<file path="config.mk">
export PLATFORM = sky130hd
export DESIGN_NAME = clock_set_ctrl
export DESIGN_NICKNAME = d
export VERILOG_FILES = /design/src/rtl/clock_set_pkg.sv /design/src/rtl/clock_set_ctrl_time_field_step.sv /design/src/rtl/clock_set_ctrl.sv
export SDC_FILE = /design/constraint.sdc
export NUM_CORES = 1
export LEC_CHECK = 0
export CAP_MARGIN = 0
export CORE_MARGIN = 10
export CORE_UTILIZATION = 55
export DETAILED_ROUTE_END_ITERATION = 10
export PLACE_DENSITY = 0.79
export SLEW_MARGIN = 40
export SYNTH_ARGS = -nofsm -noshare
export SYNTH_HDL_FRONTEND = slang
export SYNTH_HIERARCHICAL = 1
export SYNTH_SLANG_ARGS = --single-unit
</file>
<file path="constraint.sdc">
create_clock -name clk -period 4.15 [get_ports clk]
set_input_delay 0.83 -clock clk [delete_from_list [all_inputs] [get_ports clk]]
set_output_delay 0.83 -clock clk [all_outputs]
set_load 0.05 [all_outputs]
</file>
<file path="src/rtl/clock_set_pkg.sv">
// Shared types and limits for the time-setting controller.
// Field codes match the mode encoding the timekeeper already uses.
package clock_set_pkg;

    typedef enum logic [2:0] {
        ST_IDLE,
        ST_SEC,
        ST_MIN,
        ST_HRS,
        ST_COMMIT
    } state_t;

    typedef enum logic [1:0] {
        FIELD_NONE = 2'd0,
        FIELD_SEC  = 2'd1,
        FIELD_MIN  = 2'd2,
        FIELD_HRS  = 2'd3
    } field_t;

    localparam int HRS_W = 5;
    localparam int MS_W  = 6;

    localparam logic [MS_W-1:0]  MAX_SEC = 6'd59;
    localparam logic [MS_W-1:0]  MAX_MIN = 6'd59;
    localparam logic [HRS_W-1:0] MAX_HRS = 5'd23;

endpackage

</file>
<file path="src/rtl/clock_set_ctrl_time_field_step.sv">
// Wrap-around increment/decrement of a single time field.
// Holds the value when neither or both of inc/dec are set.
module time_field_step
    import clock_set_pkg::*;
(
    input  logic [MS_W-1:0] value,
    input  logic [MS_W-1:0] max_value,
    input  logic            inc,
    input  logic            dec,
    output logic [MS_W-1:0] result
);

    always_comb begin
        result = value;
        if (inc && !dec) begin
            result = (value >= max_value) ? '0 : value + 1'b1;
        end else if (dec && !inc) begin
            result = (value == '0) ? max_value : value - 1'b1;
        end
    end

endmodule

</file>
<file path="src/rtl/clock_set_ctrl.sv">
// Edit/run sequencer for the clock: field editing, blink strobe, edit timeout
// and the valid/ready load handshake into the timekeeper.
//
// state     | meaning
// ST_IDLE   | clock running, waiting for an edit_en rising edge
// ST_SEC    | editing seconds
// ST_MIN    | editing minutes
// ST_HRS    | editing hours
// ST_COMMIT | load_valid high until the timekeeper accepts the edit
module clock_set_ctrl
    import clock_set_pkg::*;
#(
    parameter int BLINK_DIV      = 25000000,
    parameter int TIMEOUT_BLINKS = 20
) (
    input  logic             clk,
    input  logic             reset,
    input  logic             edit_en,
    input  logic             btn_next,
    input  logic             btn_inc,
    input  logic             btn_dec,
    input  logic [HRS_W-1:0] cur_hrs,
    input  logic [MS_W-1:0]  cur_min,
    input  logic [MS_W-1:0]  cur_sec,
    input  logic             load_ready,
    output logic             load_valid,
    output logic [HRS_W-1:0] load_hrs,
    output logic [MS_W-1:0]  load_min,
    output logic [MS_W-1:0]  load_sec,
    output logic             run_en,
    output logic [1:0]       field,
    output logic             blink
);

    localparam int CNT_W  = (BLINK_DIV > 1) ? $clog2(BLINK_DIV) : 1;
    localparam int IDLE_W = (TIMEOUT_BLINKS > 1) ? $clog2(TIMEOUT_BLINKS) : 1;
    localparam logic [CNT_W-1:0]  CNT_LAST  = CNT_W'(BLINK_DIV - 1);
    localparam logic [IDLE_W-1:0] IDLE_LAST = IDLE_W'(TIMEOUT_BLINKS - 1);

    state_t             state, state_n;
    logic               edit_q;
    logic               edit_rise, edit_fall;
    logic               in_edit, next_in_edit;
    logic               any_btn, timeout, field_write;
    logic [HRS_W-1:0]   reg_hrs;
    logic [MS_W-1:0]    reg_min, reg_sec;
    logic [CNT_W-1:0]   blink_cnt;
    logic [IDLE_W-1:0]  idle_cnt;
    logic [MS_W-1:0]    sel_val, sel_max, step_out;

    assign edit_rise = edit_en && !edit_q;
    assign edit_fall = !edit_en && edit_q;
    assign in_edit   = (state == ST_SEC) || (state == ST_MIN) || (state == ST_HRS);
    assign next_in_edit = (state_n == ST_SEC) || (state_n == ST_MIN) || (state_n == ST_HRS);
    assign any_btn   = btn_next || btn_inc || btn_dec;
    // Abort fires on the blink wrap that would complete the last quiet half-period.
    assign timeout   = in_edit && (blink_cnt == CNT_LAST) && (idle_cnt == IDLE_LAST);
    assign field_write = in_edit && !edit_fall && !timeout && !btn_next && (btn_inc || btn_dec);

    assign load_valid = (state == ST_COMMIT);
    assign run_en     = (state == ST_IDLE);

    always_comb begin
        state_n = state;
        case (state)
            ST_IDLE: if (edit_rise) state_n = ST_SEC;
            ST_SEC, ST_MIN, ST_HRS: begin
                if (edit_fall) begin
                    state_n = ST_COMMIT;
                end else if (timeout) begin
                    state_n = ST_IDLE;
                end else if (btn_next) begin
                    state_n = (state == ST_SEC) ? ST_MIN :
                              (state == ST_MIN) ? ST_HRS : ST_SEC;
                end
            end
            ST_COMMIT: if (load_ready) state_n = ST_IDLE;
            default: state_n = ST_IDLE;
        endcase
    end

    always_comb begin
        field   = FIELD_NONE;
        sel_val = '0;
        sel_max = '0;
        case (state)
            ST_SEC: begin field = FIELD_SEC; sel_val = reg_sec;          sel_max = MAX_SEC;          end
            ST_MIN: begin field = FIELD_MIN; sel_val = reg_min;          sel_max = MAX_MIN;          end
            ST_HRS: begin field = FIELD_HRS; sel_val = {1'b0, reg_hrs};  sel_max = {1'b0, MAX_HRS};  end
            default: ;
        endcase
    end

    time_field_step u_step (
        .value     (sel_val),
        .max_value (sel_max),
        .inc       (btn_inc),
        .dec       (btn_dec),
        .result    (step_out)
    );

    always_ff @(posedge clk) begin
        if (reset) begin
            state     <= ST_IDLE;
            edit_q    <= 1'b0;
            reg_hrs   <= '0;
            reg_min   <= '0;
            reg_sec   <= '0;
            load_hrs  <= '0;
            load_min  <= '0;
            load_sec  <= '0;
            blink_cnt <= '0;
            idle_cnt  <= '0;
            blink     <= 1'b0;
        end else begin
            state  <= state_n;
            edit_q <= edit_en;

            if (state == ST_IDLE && state_n == ST_SEC) begin
                reg_hrs <= (cur_hrs > MAX_HRS) ? MAX_HRS : cur_hrs;
                reg_min <= (cur_min > MAX_MIN) ? MAX_MIN : cur_min;
                reg_sec <= (cur_sec > MAX_SEC) ? MAX_SEC : cur_sec;
            end else if (field_write) begin
                case (state)
                    ST_SEC:  reg_sec <= step_out;
                    ST_MIN:  reg_min <= step_out;
                    ST_HRS:  reg_hrs <= step_out[HRS_W-1:0];
                    default: ;
                endcase
            end

            if (state != ST_COMMIT && state_n == ST_COMMIT) begin
                load_hrs <= reg_hrs;
                load_min <= reg_min;
                load_sec <= reg_sec;
            end

            if (!next_in_edit) begin
                blink_cnt <= '0;
                idle_cnt  <= '0;
                blink     <= 1'b0;
            end else if (state != state_n || any_btn) begin
                blink_cnt <= '0;
                idle_cnt  <= '0;
                blink     <= 1'b1;
            end else if (blink_cnt == CNT_LAST) begin
                blink_cnt <= '0;
                idle_cnt  <= idle_cnt + 1'b1;
                blink     <= !blink;
            end else begin
                blink_cnt <= blink_cnt + 1'b1;
            end
        end
    end

endmodule
</file>
==> impl_metrics.env <==
export IMPL_yosys_cell_types_count=51
export IMPL_tightest_slew_ps=759
export IMPL_cts_resized_gates=0
export IMPL_dp_hpwl_um=6800
export IMPL_rrSetupSlack_ps=460
export IMPL_timing_final_ws_setup_ps=464
export IMPL_maxCapViolCount=0
export IMPL_period_needed_ps=3690
export IMPL_cts_tree="done"
export IMPL_finalHoldViolations=0
export IMPL_finalNetCount=537
export IMPL_cts_sinks=69
export IMPL_path_clk_slew_ps=70
export IMPL_grt_antenna_before_repair=0
export IMPL_finalPower_w=0.00147
export IMPL_drv_slew=0
export IMPL_syn_inst=462
export IMPL_synth_area_um2=3790
export IMPL_vias=3424
export IMPL_die_h_um=103
export IMPL_async_flop_share_pct=0
export IMPL_clock_fmax_ghz=0.271
export IMPL_rsz0062_at_grt="false"
export IMPL_outcome="complete, no violations"
export IMPL_r2r_start="state[0]"
export IMPL_start_util_pct=56.1
export IMPL_vias_per_cell=5.84
export IMPL_setup_tns_ps=0
export IMPL_endpoint_kind="flop"
export IMPL_die_area_um2=10600
export IMPL_crit_required_ps=4410
export IMPL_switchingPower_w=0.000420
export IMPL_switching_share_pct=28.5
export IMPL_p_per_area_nw_per_um2=328
export IMPL_synth_nets=497
export IMPL_gp_congestion=0.890
export IMPL_worstSetupStartpoint="state[0]"
export IMPL_crit_path_end="reg_min[1]"
export IMPL_critPathKind="flop to flop"
export IMPL_ys_ff_latch=69
export IMPL_power_frac_clock_pct=34.7
export IMPL_hold_buffers=0
export IMPL_relSlewSlack_pct=49.0
export IMPL_p_comb_share_pct=17.0
export IMPL_portBuffers=45
export IMPL_nFillCells=581
export IMPL_ant_nets=0
export IMPL_diodes=0
export IMPL_area_delta_synth_final_pct=18.4
export IMPL_die_x_um=103
export IMPL_wl_um=9270
export IMPL_cp_start_kind="flop"
export IMPL_worstHoldPathType="flop to flop"
export IMPL_power_frac_seq_pct=48.2
export IMPL_clk_latency_ps=350
export IMPL_final_setup_viol_count=0
export IMPL_critPathArrivalTime_ps=3950
export IMPL_grt_max_degree=40
export IMPL_grt_overflow=0
export IMPL_period_share_pct=88.8
export IMPL_cts_buffers=9
export IMPL_io_pins=46
export IMPL_drtIter0Drc=152
export IMPL_grt_usage_pct=18.2
export IMPL_final_common_cell="dfxtp_1"
export IMPL_fin_util_pct=66.4
export IMPL_clock_path_buffers=2
export IMPL_cts_max_level=3
export IMPL_routedWlPerCell_um=15.8
export IMPL_dominantRegCellSynth="dfxtp_1"
export IMPL_r2r_end="reg_min[1]"
export IMPL_crit_fanout=15
export IMPL_rr_worst_depth=12
export IMPL_synth_edf_count=0
export IMPL_final_cell_mix="dfxtp_1 (69), nand2_1 (61), nor2_1 (54)"
export IMPL_finalClockSkew_ps=7.71
export IMPL_synth_area_per_cell_um2=8.20
export IMPL_drc=0
export IMPL_firstDrtPassIters=5
export IMPL_ys_warn_count=6
export IMPL_p_int_w=0.00105
export IMPL_power_leakage_nw=1.68
export IMPL_dpl_worst_slack_ps=563
export IMPL_root_buffer="clkbuf_8"
export IMPL_whs_ps=455
export IMPL_grt_pass1_vias=3208
export IMPL_yosysSeqAreaShare_pct=36.5
export IMPL_grt_pass1_wl_um=15400
export IMPL_drive_above_1_share_pct=8.10
export IMPL_rows=30
export IMPL_ir_worst_vdd_mv=0.271
export IMPL_post_cts_setup_buffers=0
export IMPL_coreArea_um2=6760
==> metrics by stage <==
| stage | cells | area [µm²] |
|---|---|---|
| after global routing | 586 | 4490 |
| after detailed placement | 571 | 4300 |
| after floorplan | 462 | 3790 |
| final | 586 | 4490 |
| after global placement | 570 | 4290 |
| after CTS | 586 | 4480 |
==> layer usage <==
layer  GRT usage [%]  vias to the layer above  share of wire, %
li1                -                     1689                 -
met1            21.5                     1626                43
met2            31.1                       97                49
met3            5.70                       12               6.1
met4            5.13                        0               1.2
met5               0                        -                 0
==> flip-flops by register name (all words and copies together) (netlist names) <==
signal,count
edit_q,1
load_min,6
blink_cnt,25
load_sec,6
state,3
reg_sec,6
idle_cnt,5
reg_min,6
load_hrs,5
reg_hrs,5
blink,1
==> kinds of logic (layout without fill, tap and decap cells) <==
kind of cell    after synthesis  count (layout)  share of synthesized area, %
buf+inv                      45              89                          4.56
mux                          27              27                          7.33
compound gates               79              79                          14.0
simple gates                200             200                          26.8
fa+ha+maj                    11              11                          3.63
xor+xnor                     31              31                          7.17
flops                        69              69                          36.5
==> cell type report <==
cell class                      count  area (µm²)  area share, %
Clock inverter                      3        20.0          0.446
Multi-Input combinational cell    348        2240           49.9
Timing Repair Buffer               50         492           11.0
Sequential cell                    69        1380           30.8
Clock buffer                       12         165           3.68
Tap cell                           80         100           2.23
Inverter                           24        90.1           2.01
==> power by group through the flow <==
stage               Combinational (W)  Sequential, W  Clock [W]
floorplan                    0.000168       0.000720          0
global placement             0.000242       0.000725          0
detailed placement           0.000247       0.000725          0
CTS                          0.000249       0.000710   0.000522
global route                 0.000275       0.000713   0.000554
finish                       0.000251       0.000710   0.000511
==> synthesized netlist by cell type (2+ instances only) <==
cell type / instances / share of area (%)
a41oi_1: 2 / 0.46
a221oi_1: 7 / 1.6
a211oi_1: 11 / 2.2
clkbuf_1: 18 / 1.8
buf_2: 3 / 0.40
o21ai_0: 5 / 0.66
ha_1: 11 / 3.6
nand2b_1: 6 / 0.99
and2_1: 6 / 0.99
o211ai_1: 5 / 0.99
nand2_1: 61 / 6.0
inv_1: 24 / 2.4
a22oi_1: 5 / 0.99
xor2_1: 14 / 3.2
a21oi_1: 31 / 4.1
dfxtp_1: 69 / 36
nor2b_1: 7 / 1.2
mux2i_1: 21 / 5.5
xnor2_1: 17 / 3.9
or4_1: 2 / 0.40
and3_1: 6 / 0.99
nor4_1: 5 / 0.83
mux2_2: 6 / 1.8
nand2_2: 2 / 0.33
nor4_4: 2 / 1.1
nand3b_1: 5 / 0.99
nor3_1: 10 / 1.3
nand3_1: 16 / 2.1
nand4_1: 8 / 1.3
nor2_1: 54 / 5.3
o21ai_1: 3 / 0.40
==> worst max-delay path, stage by stage (launching register included) <==
cell and delay [ps]:
dfxtp_1 640, nor2b_1 440, a22oi_1 160, nor2_1 410, inv_1 160, ha_1 310
nand2b_1 160, a21o_1 180, a21oi_1 140, o21ai_1 190, o211ai_1 390, mux2i_1 120
a221oi_1 290
==> how the worst min path moves through the flow <==
stage | start | endpoint | slack [ps] | cells after the start
floorplan | blink_cnt[0] | blink_cnt[0] | 430 | 1
global placement | blink_cnt[0] | blink_cnt[0] | 440 | 1
detailed placement | load_min[2] | load_min[2] | 450 | 2
CTS | load_min[2] | load_min[2] | 460 | 2
global route | load_hrs[2] | load_hrs[2] | 480 | 2
finish | load_sec[2] | load_sec[2] | 460 | 2
(Power assumes the default switching activity.)
